**config.mk**
```make
export PLATFORM = sky130hd
export DESIGN_NAME = piece_queue_flat
export DESIGN_NICKNAME = d
export VERILOG_FILES = /design/src/rtl/piece_queue_if.sv /design/src/rtl/piece_queue.sv /design/src/flat_wrapper.sv
export SDC_FILE = /design/constraint.sdc
export NUM_CORES = 1
export LEC_CHECK = 0
export CAP_MARGIN = 20
export CORE_MARGIN = 2
export CORE_UTILIZATION = 25
export CTS_CLUSTER_SIZE = 10
export DETAILED_ROUTE_END_ITERATION = 8
export PLACE_DENSITY = 0.44
export SLEW_MARGIN = 15
export SYNTH_ARGS = -nofsm -noshare
export SYNTH_HDL_FRONTEND = slang
export SYNTH_SLANG_ARGS = --single-unit
```
**constraint.sdc**
```tcl
create_clock -name clk -period 3.5 [get_ports clk]
set_clock_uncertainty 0.2 [all_clocks]
set_input_delay 0.7 -clock clk [delete_from_list [all_inputs] [get_ports clk]]
set_output_delay 0.7 -clock clk [all_outputs]
set_load 0.03 [all_outputs]
```
**src/rtl/piece_queue_if.sv**
```systemverilog
// Handshake bundle between the piece generator, the piece queue and the game controller.
// The queue uses the slave modport; the controller/generator side uses master.
interface piece_queue_if;
  logic       gen_ready;
  logic [2:0] gen_piece;
  logic       gen_enable;
  logic       take;
  logic [2:0] head;
  logic       head_valid;
  logic [2:0] preview;
  logic       preview_valid;
  logic [2:0] count;

  modport master (
    output gen_ready, gen_piece, take,
    input  gen_enable, head, head_valid, preview, preview_valid, count
  );

  modport slave (
    input  gen_ready, gen_piece, take,
    output gen_enable, head, head_valid, preview, preview_valid, count
  );
endinterface

```
**src/rtl/piece_queue.sv**
```systemverilog
// Circular queue of upcoming game pieces with a FILL/SERVE gate on the head.
// Optional feature macro PIECE_QUEUE_NOREPEAT_EN rejects a candidate equal to the last accepted piece.
module piece_queue #(
  parameter int DEPTH = 4
) (
  input  logic          clk,
  input  logic          nreset,
  piece_queue_if.slave  q
);

  localparam int PTR_W = (DEPTH > 2) ? $clog2(DEPTH) : 1;
  localparam logic [2:0] INVALID = 3'b111;

  typedef enum logic {FILL, SERVE} state_t;

  state_t            state_q, state_d;
  logic [PTR_W-1:0]  rd_ptr_q, rd_ptr_d;
  logic [PTR_W-1:0]  wr_ptr_q, wr_ptr_d;
  logic [2:0]        count_q, count_d;
  logic [2:0]        mem_q [DEPTH];
  logic [2:0]        mem_d [DEPTH];
  logic              push, pop, head_valid, preview_valid, repeat_ok;

`ifdef PIECE_QUEUE_NOREPEAT_EN
  logic [2:0]        last_q, last_d;
`endif

  function automatic logic [PTR_W-1:0] ptr_next(input logic [PTR_W-1:0] p);
    return (p == PTR_W'(DEPTH - 1)) ? '0 : p + PTR_W'(1);
  endfunction

  always_comb begin
    state_d       = state_q;
    rd_ptr_d      = rd_ptr_q;
    wr_ptr_d      = wr_ptr_q;
    count_d       = count_q;
    mem_d         = mem_q;
    head_valid    = (state_q == SERVE) && (count_q != 3'd0);
    preview_valid = (state_q == SERVE) && (count_q >= 3'd2);
`ifdef PIECE_QUEUE_NOREPEAT_EN
    last_d        = last_q;
    repeat_ok     = (q.gen_piece != last_q);
`else
    repeat_ok     = 1'b1;
`endif

    pop  = q.take && head_valid;
    push = q.gen_ready && (q.gen_piece != INVALID) && repeat_ok &&
           ((count_q < 3'(DEPTH)) || pop);

    if (push) begin
      mem_d[wr_ptr_q] = q.gen_piece;
      wr_ptr_d        = ptr_next(wr_ptr_q);
`ifdef PIECE_QUEUE_NOREPEAT_EN
      last_d          = q.gen_piece;
`endif
    end
    if (pop) rd_ptr_d = ptr_next(rd_ptr_q);

    case ({push, pop})
      2'b10:   count_d = count_q + 3'd1;
      2'b01:   count_d = count_q - 3'd1;
      default: count_d = count_q;
    endcase

    // The state follows the count it is about to hold, so the head opens on the filling edge.
    case (state_q)
      FILL:    if (count_d == 3'(DEPTH)) state_d = SERVE;
      SERVE:   if (count_d == 3'd0)      state_d = FILL;
      default: state_d = FILL;
    endcase
  end

  always_ff @(posedge clk or negedge nreset) begin
    if (!nreset) begin
      state_q  <= FILL;
      rd_ptr_q <= '0;
      wr_ptr_q <= '0;
      count_q  <= '0;
      for (int i = 0; i < DEPTH; i++) mem_q[i] <= 3'b000;
`ifdef PIECE_QUEUE_NOREPEAT_EN
      last_q   <= INVALID;
`endif
    end else begin
      state_q  <= state_d;
      rd_ptr_q <= rd_ptr_d;
      wr_ptr_q <= wr_ptr_d;
      count_q  <= count_d;
      mem_q    <= mem_d;
`ifdef PIECE_QUEUE_NOREPEAT_EN
      last_q   <= last_d;
`endif
    end
  end

  assign q.head          = mem_q[rd_ptr_q];
  assign q.preview       = mem_q[ptr_next(rd_ptr_q)];
  assign q.head_valid    = head_valid;
  assign q.preview_valid = preview_valid;
  assign q.count         = count_q;
  assign q.gen_enable    = (count_q < 3'(DEPTH)) || q.take;

endmodule

```
**src/flat_wrapper.sv**
```systemverilog
// flat-port wrapper written by rule: the top's interface ports become plain ports
module piece_queue_flat 
#(
  parameter int DEPTH = 4
)
  (clk, nreset, q_gen_ready, q_gen_piece, q_take, q_gen_enable, q_head, q_head_valid, q_preview, q_preview_valid, q_count);
  piece_queue_if q_i ();
  input  logic clk;
  input  logic nreset;
  input wire logic [$bits(q_i.gen_ready)-1:0] q_gen_ready;
  input wire logic [$bits(q_i.gen_piece)-1:0] q_gen_piece;
  input wire logic [$bits(q_i.take)-1:0] q_take;
  output wire logic [$bits(q_i.gen_enable)-1:0] q_gen_enable;
  output wire logic [$bits(q_i.head)-1:0] q_head;
  output wire logic [$bits(q_i.head_valid)-1:0] q_head_valid;
  output wire logic [$bits(q_i.preview)-1:0] q_preview;
  output wire logic [$bits(q_i.preview_valid)-1:0] q_preview_valid;
  output wire logic [$bits(q_i.count)-1:0] q_count;
  assign q_i.gen_ready = q_gen_ready;
  assign q_i.gen_piece = q_gen_piece;
  assign q_i.take = q_take;
  assign q_gen_enable = q_i.gen_enable;
  assign q_head = q_i.head;
  assign q_head_valid = q_i.head_valid;
  assign q_preview = q_i.preview;
  assign q_preview_valid = q_i.preview_valid;
  assign q_count = q_i.count;
  piece_queue #(.DEPTH(DEPTH)) u_core (.clk(clk), .nreset(nreset), .q(q_i));
endmodule
```
==> results.md <==
- RSZ-0062 raised after global routing: no
- Fin. Hold Viols: 0
- Core Box Area: about 0.0044 mm^2
- Yosys Warn Count: 0
- Max-cap viol count: 0
- CTS max path bufs: 2
- Main synth FF type: dfrtp_1
- Layout cells sized above 1: 0.167
- Synth area leader: dfrtp_1
- Placed cell area: 0.00140 mm^2
- Fmax achieved: approximately 300 MHz
- TritonCTS buffer count: 3
- Clk sink count: 20
- Fin cells: between 150 and 200
- Initial Util: 0.263
- CTS tree: yes
- Worst hold endpoint: u_core.mem_q[0]
- DR vias/cell: 4.70
- Die W: ~72 um
- Worst Hold Launch: u_core.mem_q[0]
- Diodes inserted: 0
- Die footprint: between 0.005 and 0.006 mm^2
- Synth Cell Area: about 0.0012 mm^2
- Iteration-0 DRC Markers: 21
- Hold path depth: 1
- Slew Viols, Final: 0
- Area contributors post-synth: dfrtp_1, mux2_1, mux4_2
- Tcrit/Tclk final: 0.937
- Clk root buf: clkbuf_8
- CP Capture Type: output port
- H-tree levels: 1
- Hpwl dp: ~1800 um
- PortBufs: 18
- DIE HEIGHT: between 70 and 80 um
- Async set-or-reset flop fraction in the synthesized netlist: 1.00
- Fin nets: 123
- CTS clk-pin slew, worst paths: 0.08 ns
- Synth Instances: just under 90
- Layout area overhead: 25.4%
- # IOs: 19
- Element type at the critical path start: register
- Clock period minus worst slack: 3.28 ns
- Total gr overflow: 0
- Status: complete, no violations
- CP Data Required Time: approximately 2.6 ns
- Antenna viol nets, final: 0
- Hold Crit Class: register to register
- RR Startpoint: u_core.q.count[2]
- DP Cell Count: between 150 and 200
- Clk_lat worst skew: between 0.2 and 0.3 ns
- Top-count cell post-synth: dfrtp_1
- Average routed wire per standard cell: approximately 14 um
- Critical path's largest stage delay: ~0.60 ns
- First-pass GRT wire length: between 3000 and 4000 um
- Postcts setup bufs: 0
- Crit Path Max Fanout: 9
- Largest net degree at the start of global routing: 21
- Critical Path, Cell by Cell: ha_1 > mux4_2 > clkdlybuf4s50_1
- Crit-path slowest cell: clkdlybuf4s50_1
- Post-CTS Hold Fix Bufs: 0
- Synth cell count leaders: dfrtp_1, mux2_1, inv_1
- Netlist cell types: 27
- Setup TNS: 0 ns
- Relative slew slack: 0.354
- Filler Cell Count: between 400 and 500
- Seq cells post-synth: 20
- Setup slack, reg-to-reg: 0.95 ns
- Seq/Total Area, Yosys: 0.431
- Row count: 24
- Antenna violations before repair: 0
- Arr. time, crit path: between 2 and 2.5 ns
- Post-Syn Nets: about 100
- DR pass1 iterations: 2
- All-Layer GR Usage: 0.0991
- Final wirelength: 2310 um
- EDFF count, synth: 0
- Top delay family on crit path: buffers and inverters
- Final setup viols: 0
- Via Count: ~750
- Synth top area share: 0.431
- DRC violation count after routing: 0
- Post-CTS sizing: 0
- CP Launch Point: u_core.rd_ptr_q[0]
- Finished layout cell area: about 0.0015 mm^2
- Vias in the first global route: approximately 790
- Crit path buffers/inverters: 1
- Setup Crit Path Kind: register to output port
- Slew @ Worst Pin: about 0.97 ns
- Routability cong.: between 0.8 and 0.9
- Mean post-synth cell area: ~13 um^2
- FF-to-FF path depth: 9
-- cell type report --
class | instances | area [um^2] | share of cell area
clock buffers | 4 | 55.1 | 0.0378
multi-input cells | 59 | 631 | 0.433
well taps | 52 | 65.1 | 0.0446
flip-flops and latches | 20 | 500 | 0.343
inverters | 7 | 26.3 | 0.0180
repair buffers | 18 | 180 | 0.124
-- flip-flops by register name, summed over array words and instances (netlist names), named ones only --
register,flops
u_core.mem_q,12
u_core.q.count,3
u_core.rd_ptr_q,2
u_core.wr_ptr_q,2
-- how the worst max path moves through the flow --
stage / end / slack, ns / cells after the start
2_1_floorplan: register / 0.88 / 9
3_3_place_gp: register / 0.16 / 10
3_5_place_dp: register / 0.13 / 10
4_1_cts: q_preview[2] / 0.19 / 3
5_1_grt: q_preview[2] / 0.13 / 3
6_report: q_preview[2] / 0.22 / 3
-- logic make-up (layout without fill, tap and decap cells) --
kind of cell,Yosys count,count (layout),share of synthesized area
AOI/OAI and AO/OA,9,9,0.0743
xor gates and xnor gates,3,3,0.0226
adders and majority gates,7,7,0.0818
buffers and inverters,8,29,0.0269
DFF,20,20,0.431
muxes,21,21,0.262
and+or+nand+nor,19,19,0.102
-- layer usage --
metal  part of all wire  vias to the layer above  track usage
met5                  0                        -            0
met4             0.0061                        0       0.0461
met3              0.061                        2       0.0264
met2               0.49                       20        0.163
met1               0.44                      374        0.121
li1                   -                      356            -
-- layout by cell type (no fill, tap or decap), types with 2 or more instances in the layout --
master           count
dfrtp_1             20
xnor2_1              2
clkdlybuf4s50_1     18
clkbuf_8             4
nor3_2               4
nor2_1               2
nand2b_1             3
mux4_2               6
nand2_1              6
ha_1                 6
inv_1                7
mux2_1              14
-- metrics by stage --
stage               setup slack, ns  utilization  hold WS, ns
finish                        0.221        0.330        0.309
global route                  0.134        0.330        0.338
global placement              0.156        0.318        0.281
detailed placement            0.128        0.318        0.296
floorplan                     0.883            -        0.204
CTS                           0.191        0.330        0.315
Power is left out: the tool's default activity adds up to more than one toggle a clock period on the data nets, which glitch-free logic cannot reach.
